===== src/rtl/snoop_rr_arbiter.sv =====
// Round-robin merge of several CCU snoop sources onto a single cache snoop port.
// One transaction (AC, CR, optional CD burst) is outstanding at a time.

package snoop_rr_arbiter_pkg;

    localparam int unsigned AddrW = 32;
    localparam int unsigned DataW = 64;

    typedef struct packed {
        logic [AddrW-1:0] addr;
        logic [3:0]       snoop;
        logic [2:0]       prot;
    } ac_chan_t;

    typedef struct packed {
        logic [4:0] resp;
    } cr_chan_t;

    typedef struct packed {
        logic [DataW-1:0] data;
        logic             last;
    } cd_chan_t;

    typedef struct packed {
        logic     ac_valid;
        ac_chan_t ac;
        logic     cr_ready;
        logic     cd_ready;
    } snoop_req_t;

    typedef struct packed {
        logic     ac_ready;
        logic     cr_valid;
        cr_chan_t cr;
        logic     cd_valid;
        cd_chan_t cd;
    } snoop_resp_t;

endpackage

module snoop_rr_arbiter #(
    parameter int unsigned NoSlvPorts = 2,
    parameter type ac_chan_t    = snoop_rr_arbiter_pkg::ac_chan_t,
    parameter type cr_chan_t    = snoop_rr_arbiter_pkg::cr_chan_t,
    parameter type cd_chan_t    = snoop_rr_arbiter_pkg::cd_chan_t,
    parameter type snoop_req_t  = snoop_rr_arbiter_pkg::snoop_req_t,
    parameter type snoop_resp_t = snoop_rr_arbiter_pkg::snoop_resp_t
) (
    input  logic        clk_i,
    input  logic        rst_i,
    input  snoop_req_t  slv_reqs_i  [NoSlvPorts],
    output snoop_resp_t slv_resps_o [NoSlvPorts],
    output snoop_req_t  mst_req_o,
    input  snoop_resp_t mst_resp_i
);

    localparam int unsigned IdxW = (NoSlvPorts > 1) ? $clog2(NoSlvPorts) : 1;

    typedef enum logic [1:0] {
        IDLE,
        AC,
        CR,
        CD
    } state_e;

    state_e            state_q, state_d;
    logic [IdxW-1:0]   rr_q, rr_d;
    logic [IdxW-1:0]   idx_q, idx_d;
    ac_chan_t          ac_q, ac_d;

    logic              arb_found;
    logic [IdxW-1:0]   arb_idx;
    int unsigned       cand;
    logic [IdxW-1:0]   cand_idx;
    cr_chan_t          cr_fwd;
    cd_chan_t          cd_fwd;

    // State and captured request; reset abandons any in-flight transaction.
    always_ff @(posedge clk_i) begin
        if (rst_i) begin
            state_q <= IDLE;
            rr_q    <= '0;
            idx_q   <= '0;
            ac_q    <= '0;
        end else begin
            state_q <= state_d;
            rr_q    <= rr_d;
            idx_q   <= idx_d;
            ac_q    <= ac_d;
        end
    end

    // First requester at or after rr_q, scanning with wrap-around.
    always_comb begin
        arb_found = 1'b0;
        arb_idx   = '0;
        cand      = 0;
        cand_idx  = '0;
        for (int unsigned i = 0; i < NoSlvPorts; i++) begin
            cand = 32'(rr_q) + i;
            if (cand >= NoSlvPorts) begin
                cand = cand - NoSlvPorts;
            end
            cand_idx = IdxW'(cand);
            if (!arb_found && slv_reqs_i[cand_idx].ac_valid) begin
                arb_found = 1'b1;
                arb_idx   = cand_idx;
            end
        end
    end

    // Next state and channel routing; everything idles to zero while in reset.
    always_comb begin
        state_d   = state_q;
        rr_d      = rr_q;
        idx_d     = idx_q;
        ac_d      = ac_q;
        mst_req_o = '0;
        for (int unsigned j = 0; j < NoSlvPorts; j++) begin
            slv_resps_o[j] = '0;
        end
        cr_fwd = mst_resp_i.cr;
        cd_fwd = mst_resp_i.cd;

        if (!rst_i) begin
            case (state_q)
                IDLE: begin
                    if (arb_found) begin
                        slv_resps_o[arb_idx].ac_ready = 1'b1;
                        ac_d    = slv_reqs_i[arb_idx].ac;
                        idx_d   = arb_idx;
                        rr_d    = (arb_idx == IdxW'(NoSlvPorts - 1)) ? '0 : arb_idx + IdxW'(1);
                        state_d = AC;
                    end
                end
                AC: begin
                    mst_req_o.ac_valid = 1'b1;
                    mst_req_o.ac       = ac_q;
                    if (mst_resp_i.ac_ready) begin
                        state_d = CR;
                    end
                end
                CR: begin
                    slv_resps_o[idx_q].cr_valid = mst_resp_i.cr_valid;
                    slv_resps_o[idx_q].cr       = cr_fwd;
                    mst_req_o.cr_ready          = slv_reqs_i[idx_q].cr_ready;
                    if (mst_resp_i.cr_valid && slv_reqs_i[idx_q].cr_ready) begin
                        state_d = cr_fwd.resp[0] ? CD : IDLE;
                    end
                end
                CD: begin
                    slv_resps_o[idx_q].cd_valid = mst_resp_i.cd_valid;
                    slv_resps_o[idx_q].cd       = cd_fwd;
                    mst_req_o.cd_ready          = slv_reqs_i[idx_q].cd_ready;
                    if (mst_resp_i.cd_valid && slv_reqs_i[idx_q].cd_ready && cd_fwd.last) begin
                        state_d = IDLE;
                    end
                end
                default: begin
                    state_d = IDLE;
                end
            endcase
        end
    end

endmodule


===== config.mk =====
export PLATFORM = sky130hd
export DESIGN_NAME = snoop_rr_arbiter
export DESIGN_NICKNAME = d
export VERILOG_FILES = /design/src/rtl/snoop_rr_arbiter.sv
export SDC_FILE = /design/constraint.sdc
export NUM_CORES = 1
export LEC_CHECK = 0
export ABC_CLOCK_PERIOD_IN_PS = 2590
export CAP_MARGIN = 30
export CORE_AREA = 2 2 134 136
export CTS_BUF_LIST = sky130_fd_sc_hd__clkbuf_4 sky130_fd_sc_hd__clkbuf_8
export CTS_CLUSTER_DIAMETER = 80
export DETAILED_ROUTE_END_ITERATION = 10
export DIE_AREA = 0 0 136 138
export GPL_ROUTABILITY_DRIVEN = 0
export SYNTH_ARGS = -nofsm -noshare
export SYNTH_HDL_FRONTEND = slang
export SYNTH_SLANG_ARGS = --single-unit

===== constraint.sdc =====
create_clock -name clk_i -period 2.59 [get_ports clk_i]
set_clock_uncertainty 0.15 [all_clocks]
set_input_delay 0.777 -clock clk_i [delete_from_list [all_inputs] [get_ports clk_i]]
set_output_delay 0.777 -clock clk_i [all_outputs]
set_load 0.01 [all_outputs]

# == Word-level counts from Yosys, hierarchy flattened ==
# Index checks and enable logic that the tools add are counted.
# classes
add_sub_neg,4
n_eq_ne,7
reduce_logical,10
order_cmp,8
bitwise_logic,6
muxes,44
# op_table
op,n
146-bit one-hot mux with 3 select lines,1
73-bit demux with 1-bit select,5
42-bit two-way mux,7
146-bit AND,2
146-bit bitwise mux,2
146-bit two-way mux,2
41-bit two-way mux,3
73-bit two-way mux,1
72-bit two-way mux,1
71-bit two-way mux,1
66-bit two-way mux,1
65-bit two-way mux,1
40-bit two-way mux,1
2-bit two-way mux,8
2-bit >= comparator (second input constant),5
1-bit two-way mux,9
2-bit inequality test (second input constant),4
1-bit NOT with 2-bit output,4
2-bit one-hot mux with 4 select lines,1
1-bit logical AND,6
2-bit == test (second input constant),2
2-bit by 1-bit less-than comparator with 1-bit output (second input constant),2
4-bit AND reduction,1
1-bit by 1-bit adder with 2-bit output (second input constant),1
7 further kinds,8
# totals
inputBits,159
register_bits,43
elab_cells,85

# == Longest topological paths before layout ==
# Gate-level depths: netlist (run 1).
# depth
word_depth,18
mapped_depth,6
depth_no_buf,3

# == Least setup slack after synthesis (run 1) ==
# Ideal clock, no wire load.
# synth_timing
path_type,in2out
from,in rst_i
to,out slv_resps_o[0] (netlist bit)
path_slack_ns,-0.179
stages,5
t_required_ns,1.663
arrival_time_ns,1.842
path_buffers,3
cell_sequence,buf_2 -> and4b_1 -> buf_1 -> clkbuf_1 -> and2_1
# synth_rtl
item,line_no,source
from (decl),50,"input logic rst_i,"
to (decl),52,"output snoop_resp_t slv_resps_o [NoSlvPorts],"

==> results_dict.tcl, run 1 <==
set metrics [dict create \
    status "finished with violations" \
    violations "negative setup slack" \
    syn_inst 471 \
    ys_types 36 \
    swShare_pct 35.0 \
    hpwl_mm 14.9 \
    rr_endpoint "ac_q[6]" \
    crit_type "input pin to output port" \
    clockRootBuffer "clkbuf_8" \
    power-per-cell-area_nw_per_um2 299 \
    grt_max_degree 47 \
    setup_tns_ps -37290 \
    switchingPower_w 0.000920 \
    holdPathEnd "ac_q[13]" \
    wirelength_mm 23.1 \
    dp_cells 1027 \
    start_kind "input pin" \
    vias_per_cell 4.72 \
    antenna_left 0 \
    placementRows 49 \
    p_seq_share_pct 32.1 \
    dr.pass1.iters 4 \
    grt_pass1_vias 4858 \
    cts_tree "yes" \
    core_um2 17500 \
    slew_headroom_pct 60.4 \
    cts.clk_slew.worst_paths_ps 90 \
    h-tree-depth 2 \
    power.leakage_nw 3.96 \
    antenna_found_initial 3 \
    die_area_um2 18800 \
    utilization_pct 50.1 \
    start_util_pct 19.5 \
    ir_drop_mv 0.271 \
    die_w_um 136 \
    arrival_ps 2030 \
    fin_crit_sh_pct 114 \
    fin_ws_ps -371 \
    synth-seq-cells 43 \
    tightest_slew_ps 592 \
    drv_cap 0 \
    synth-seq-area-share_pct 25.2 \
    io_pins 347 \
    cp-end-kind "output port" \
    yosysWarnings 0 \
    worstPathMaxFanout 5 \
    hold_start "ac_q[13]" \
    final_cells 1099 \
    syn_area_um2 3420 \
    syn_area_per_cell_um2 7.26 \
    dr_total_vias 5189 \
    cts_buffers 5 \
    hold_viol_final 0 \
    syn_to_final_growth_pct 157 \
    port_buffers 346 \
    fmax_mhz 338 \
    fin_crit_ps 2960 \
    regToRegSetupSlack_ps 670 \
    dieHeight_um 138 \
    synth_ff_type "dfxtp_1" \
    setup_viol 179 \
    overflow 0 \
    timing.rr.start "state_q[0]" \
    grt_pass1_wl_mm 31.0 \
    drive_above_1_share_pct 51.4 \
    p_int_w 0.00171 \
    synthesis.nets 630 \
    clock-sinks 43 \
    cts_buffer_depth 2 \
    clkLatencyLatePin_ps 300 \
    clkPwrFrac_pct 18.6 \
    slew_violations 0 \
    synth_edf_count 0 \
    drcViolationCount 0 \
    drt_iter0_markers 149 \
    power_frac_comb_pct 49.3 \
    hp-class "flop to flop" \
    ff2ff_path_depth 5 \
    cts-hold-fix-buffers 0 \
    critPathRequiredTime_ps 1660 \
    track_usage_pct 21.5 \
    rsz0062_at_grt "yes" \
    routedWlPerCell_um 21.0 \
    hold_depth 2 \
    async_flop_share_pct 0 \
    n_antenna_cell 0 \
    nets 1028 \
]
-- sequential cells by signal, summed over array words and instances, names as in the netlist --
signal,count
ac_q,39
idx_q,1
rr_q,1
state_q,2
-- critical path: stages --
cell	delay [ps]
buf_8	100
buf_4	120
and4b_4	340
buf_6	110
buf_6	110
clkbuf_16	140
buf_12	100
and2_4	130
buf_6	90
-- stage by stage --
| step | worst slack (ps) | cell area, um2 | hold WS, ps | power [W] |
|---|---|---|---|---|
| floorplan | -16.0 | 3560 | 319 | 0.00131 |
| global placement | -664 | 7390 | 335 | 0.00192 |
| detailed placement | -673 | 7390 | 346 | 0.00192 |
| CTS | -453 | 7920 | 359 | 0.00249 |
| global route | -404 | 8780 | 377 | 0.00277 |
| finish | -371 | 8780 | 356 | 0.00263 |
-- logic make-up (layout without fill, tap and decap cells) --
| group | after synthesis | in the layout | share of synthesized area (%) |
|---|---|---|---|
| flip-flops | 43 | 43 | 25.2 |
| multiplexers | 2 | 2 | 0.585 |
| AND/OR/NAND/NOR | 239 | 239 | 42.3 |
| buffers and inverters | 63 | 462 | 7.72 |
| AO/OA/AOI/OAI | 124 | 124 | 24.2 |
-- cell usage in the layout (no fill, tap or decap), types with 3 or more instances in the layout --
cell type,n
nand3_1,32
inv_1,9
and2_1,41
a21oi_1,32
buf_8,4
nand4_1,4
nor3_1,6
buf_2,42
buf_4,41
o21ai_0,38
clkbuf_2,4
clkdlybuf4s50_1,150
dfxtp_1,42
and2_4,136
buf_6,158
clkbuf_8,6
clkbuf_16,7
a311oi_1,30
buf_16,5
a221o_1,5
dlygate4sd2_1,3
dlymetal6s2s_1,7
a31oi_1,4
o2111ai_1,4
buf_12,22
a211oi_1,5
-- cell type report --
class	count	area, um2
fillers	1664	8760
inverters	9	33.8
flip-flops and latches	43	862
well taps	229	287
clock buffers	6	82.6
multi-input cells	365	2730
clock inverters	2	16.3
repair buffers	445	4770
-- routing by layer --
layer / vias up / track usage, % / share of wire (%)
met5: - / 0 / 0.18
met2: 237 / 37.2 / 50
li1: 2442 / - / -
met1: 2468 / 25.9 / 39
met4: 6 / 5.48 / 2.4
met3: 36 / 6.34 / 8.9
-- timing repair --
action	4_1_cts	5_1_grt
cloned	8	11
pin swaps	42	51
resized for setup	565	452
setup endpoints to repair	188	187
buffers inserted	27	25
hold endpoints to repair	0	0
-- power by group through the flow --
stage          registers, W  logic, W  clock network [W]
6_report           0.000844   0.00129           0.000489
5_1_grt            0.000858   0.00139           0.000526
4_1_cts            0.000833   0.00115           0.000510
3_5_place_dp       0.000847   0.00107                  0
3_3_place_gp       0.000845   0.00107                  0
2_1_floorplan      0.000823  0.000485                  0
-- cells in the mapped netlist (all sizes together), types with 3 or more instances --
| cell type | count | area [um2] |
|---|---|---|
| a211oi | 5 | 37.5 |
| a21oi | 32 | 160 |
| a221o | 5 | 50.1 |
| a311oi | 30 | 263 |
| a31oi | 4 | 25.0 |
| and2 | 177 | 1110 |
| buf | 13 | 75.1 |
| clkbuf | 41 | 155 |
| dfxtp | 43 | 861 |
| inv | 9 | 33.8 |
| nand2b | 3 | 18.8 |
| nand3 | 32 | 160 |
| nand4 | 4 | 25.0 |
| nor2 | 5 | 21.3 |
| nor3 | 7 | 35.0 |
| nor3b | 3 | 22.5 |
| o2111ai | 4 | 35.0 |
| o21ai | 38 | 190 |
-- how the worst max path moves through the flow --
stage / slack [ps] / to / startpoint / cells after the start
after CTS: -450 / mst_req_o[23] / rst_i / 6
after global placement: -660 / slv_resps_o[145] / slv_reqs_i[83] / 4
final: -370 / slv_resps_o[19] / rst_i / 9
after detailed placement: -670 / slv_resps_o[145] / slv_reqs_i[83] / 4
after global routing: -400 / slv_resps_o[19] / rst_i / 9
after floorplan: -20 / slv_resps_o[0] / rst_i / 5
Note: power is estimated with default switching activity, not from simulation.
==> run 2, diff against run 1 <==
MAX_ROUTING_LAYER = met4   (was unset)
SLEW_MARGIN = 40   (was unset)
==> run 2 against run 1 <==
The run still ends with negative setup slack left; clock power about the same; flip-flop and latch count stayed put; utilization increased by 0.29 points; global-route usage rose by 0.64 points; register-to-register slack better by 20 ps; critical path depth is 1 higher; wire length rose by 1.3%; first-iteration DRC count increased by 39%; maximum frequency rose by 0.56%; combinational power hardly changed; power increased by 0.27%; worst setup slack better by 17 ps.
==> results_dict.tcl, run 2 (synthesis results as in run 1) <==
set metrics [dict create \
    drive_above_1_share_pct 51.4 \
    regToRegSetupSlack_ps 690 \
    die_area_um2 18800 \
    cts_buffer_depth 2 \
    final_common_cell "buf_6" \
    total_power_w 0.00263 \
    final_cells 1102 \
    start_kind "input pin" \
    mostFrequentLayoutCells "buf_6 (162), clkdlybuf4s50_1 (150), and2_4 (135)" \
    track_usage_pct 22.1 \
    regMostFlops "ac_q" \
    tightest_slew_ps 595 \
    cts-hold-fix-buffers 0 \
    overflow 0 \
    fin_crit_sh_pct 114 \
    grt_pass1_wl_mm 30.9 \
    antenna_found_initial 3 \
    timing.rr.start "state_q[0]" \
    routedWlPerCell_um 21.2 \
    ff2ff_path_depth 5 \
    start_util_pct 19.5 \
    slew_violations 0 \
    placed_cell_area_um2 7390 \
    hold_slack_ps 355 \
    power-per-cell-area_nw_per_um2 299 \
    cts.clk_slew.worst_paths_ps 90 \
    critPathRequiredTime_ps 1660 \
    drt_iter0_markers 207 \
    power.leakage_nw 3.97 \
    largest_register_ffs 39 \
    dr_total_vias 5209 \
    hold_start "ac_q[13]" \
    fmax_mhz 340 \
    drv_cap 0 \
    cp-end-kind "output port" \
    die_w_um 136 \
    setup_viol 176 \
    crit_type "input pin to output port" \
    cts_tree "yes" \
    slew_headroom_pct 60.2 \
    clkLatencyLatePin_ps 300 \
    placementRows 49 \
    arrival_ps 2020 \
    violations "negative setup slack" \
    antenna_left 0 \
    rr_endpoint "ac_q[6]" \
    io_pins 347 \
    h-tree-depth 2 \
    nets 1028 \
    status "finished with violations" \
    wirelength_mm 23.4 \
    fill_cells 1668 \
    grt_pass1_vias 4876 \
    final_area_um2 8830 \
    rsz0062_at_grt "yes" \
    hold_depth 2 \
    fin_crit_ps 2940 \
    utilization_pct 50.3 \
    fin_ws_ps -355 \
    hold_viol_final 0 \
    dp_cells 1027 \
    port_buffers 346 \
    dieHeight_um 138 \
    dr.pass1.iters 4 \
    clock-sinks 43 \
    core_um2 17500 \
    ir_drop_mv 0.273 \
    hpwl_mm 14.9 \
    cts_buffers 5 \
    grt_max_degree 47 \
    vias_per_cell 4.73 \
    clockRootBuffer "clkbuf_8" \
    worstPathMaxFanout 8 \
    drcViolationCount 0 \
    largestRegisters "ac_q: 39 flops, state_q: 2 flops" \
    hp-class "flop to flop" \
    syn_to_final_growth_pct 158 \
    holdPathEnd "ac_q[13]" \
]
-- run 2: worst max-delay path by stage --
| stage | start | to |
|---|---|---|
| floorplan | rst_i | slv_resps_o[0] |
| global placement | slv_reqs_i[83] | slv_resps_o[145] |
| detailed placement | slv_reqs_i[83] | slv_resps_o[145] |
| CTS | rst_i | mst_req_o[23] |
| global route | rst_i | slv_resps_o[84] |
| finish | rst_i | slv_resps_o[132] |
-- run 2: power breakdown --
group          switching, W  total, W  internal [W]
Combinational      0.000588   0.00130      0.000715
Sequential        0.0000678  0.000843      0.000775
Clock              0.000271  0.000489      0.000218
-- run 2: stage by stage --
stage	TNS [ps]	worst slack, ps
detailed placement	-98640	-673
floorplan	-72.8	-16.0
global route	-36890	-399
global placement	-97540	-664
CTS	-53840	-453
finish	-30020	-355
-- run 2: cell type report --
type / instances / area (um2) / share of cell area (%)
repair buffers: 445 / 4810 / 54.5
multi-input cells: 365 / 2730 / 30.9
flip-flops and latches: 43 / 862 / 9.77
well taps: 229 / 287 / 3.25
clock buffers: 6 / 82.6 / 0.936
inverters: 9 / 33.8 / 0.383
clock inverters: 2 / 16.3 / 0.184
diodes: 3 / 7.51 / 0.0851
-- run 2: routing by layer --
| metal | GRT usage, % | part of all wire [%] | vias to the layer above |
|---|---|---|---|
| li1 | - | - | 2444 |
| met1 | 25.9 | 38 | 2483 |
| met2 | 37.4 | 50 | 250 |
| met3 | 5.98 | 9.1 | 32 |
| met4 | 5.48 | 2.6 | 0 |
| met5 | - | 0 | - |
-- run 2: what timing repair did --
| item | CTS | global route |
|---|---|---|
| buffers inserted | 27 | 24 |
| pin swaps | 42 | 55 |
| cloned | 8 | 12 |
| gates resized for setup | 565 | 459 |
| setup endpoints to repair | 188 | 187 |
-- run 2: critical path, stage by stage --
cell and delay, ps:
buf_8 100, nand2b_4 140, nor3b_4 230, buf_6 140, buf_12 100, buf_12 90, buf_8 110, buf_6 90
and2_4 120, buf_6 100
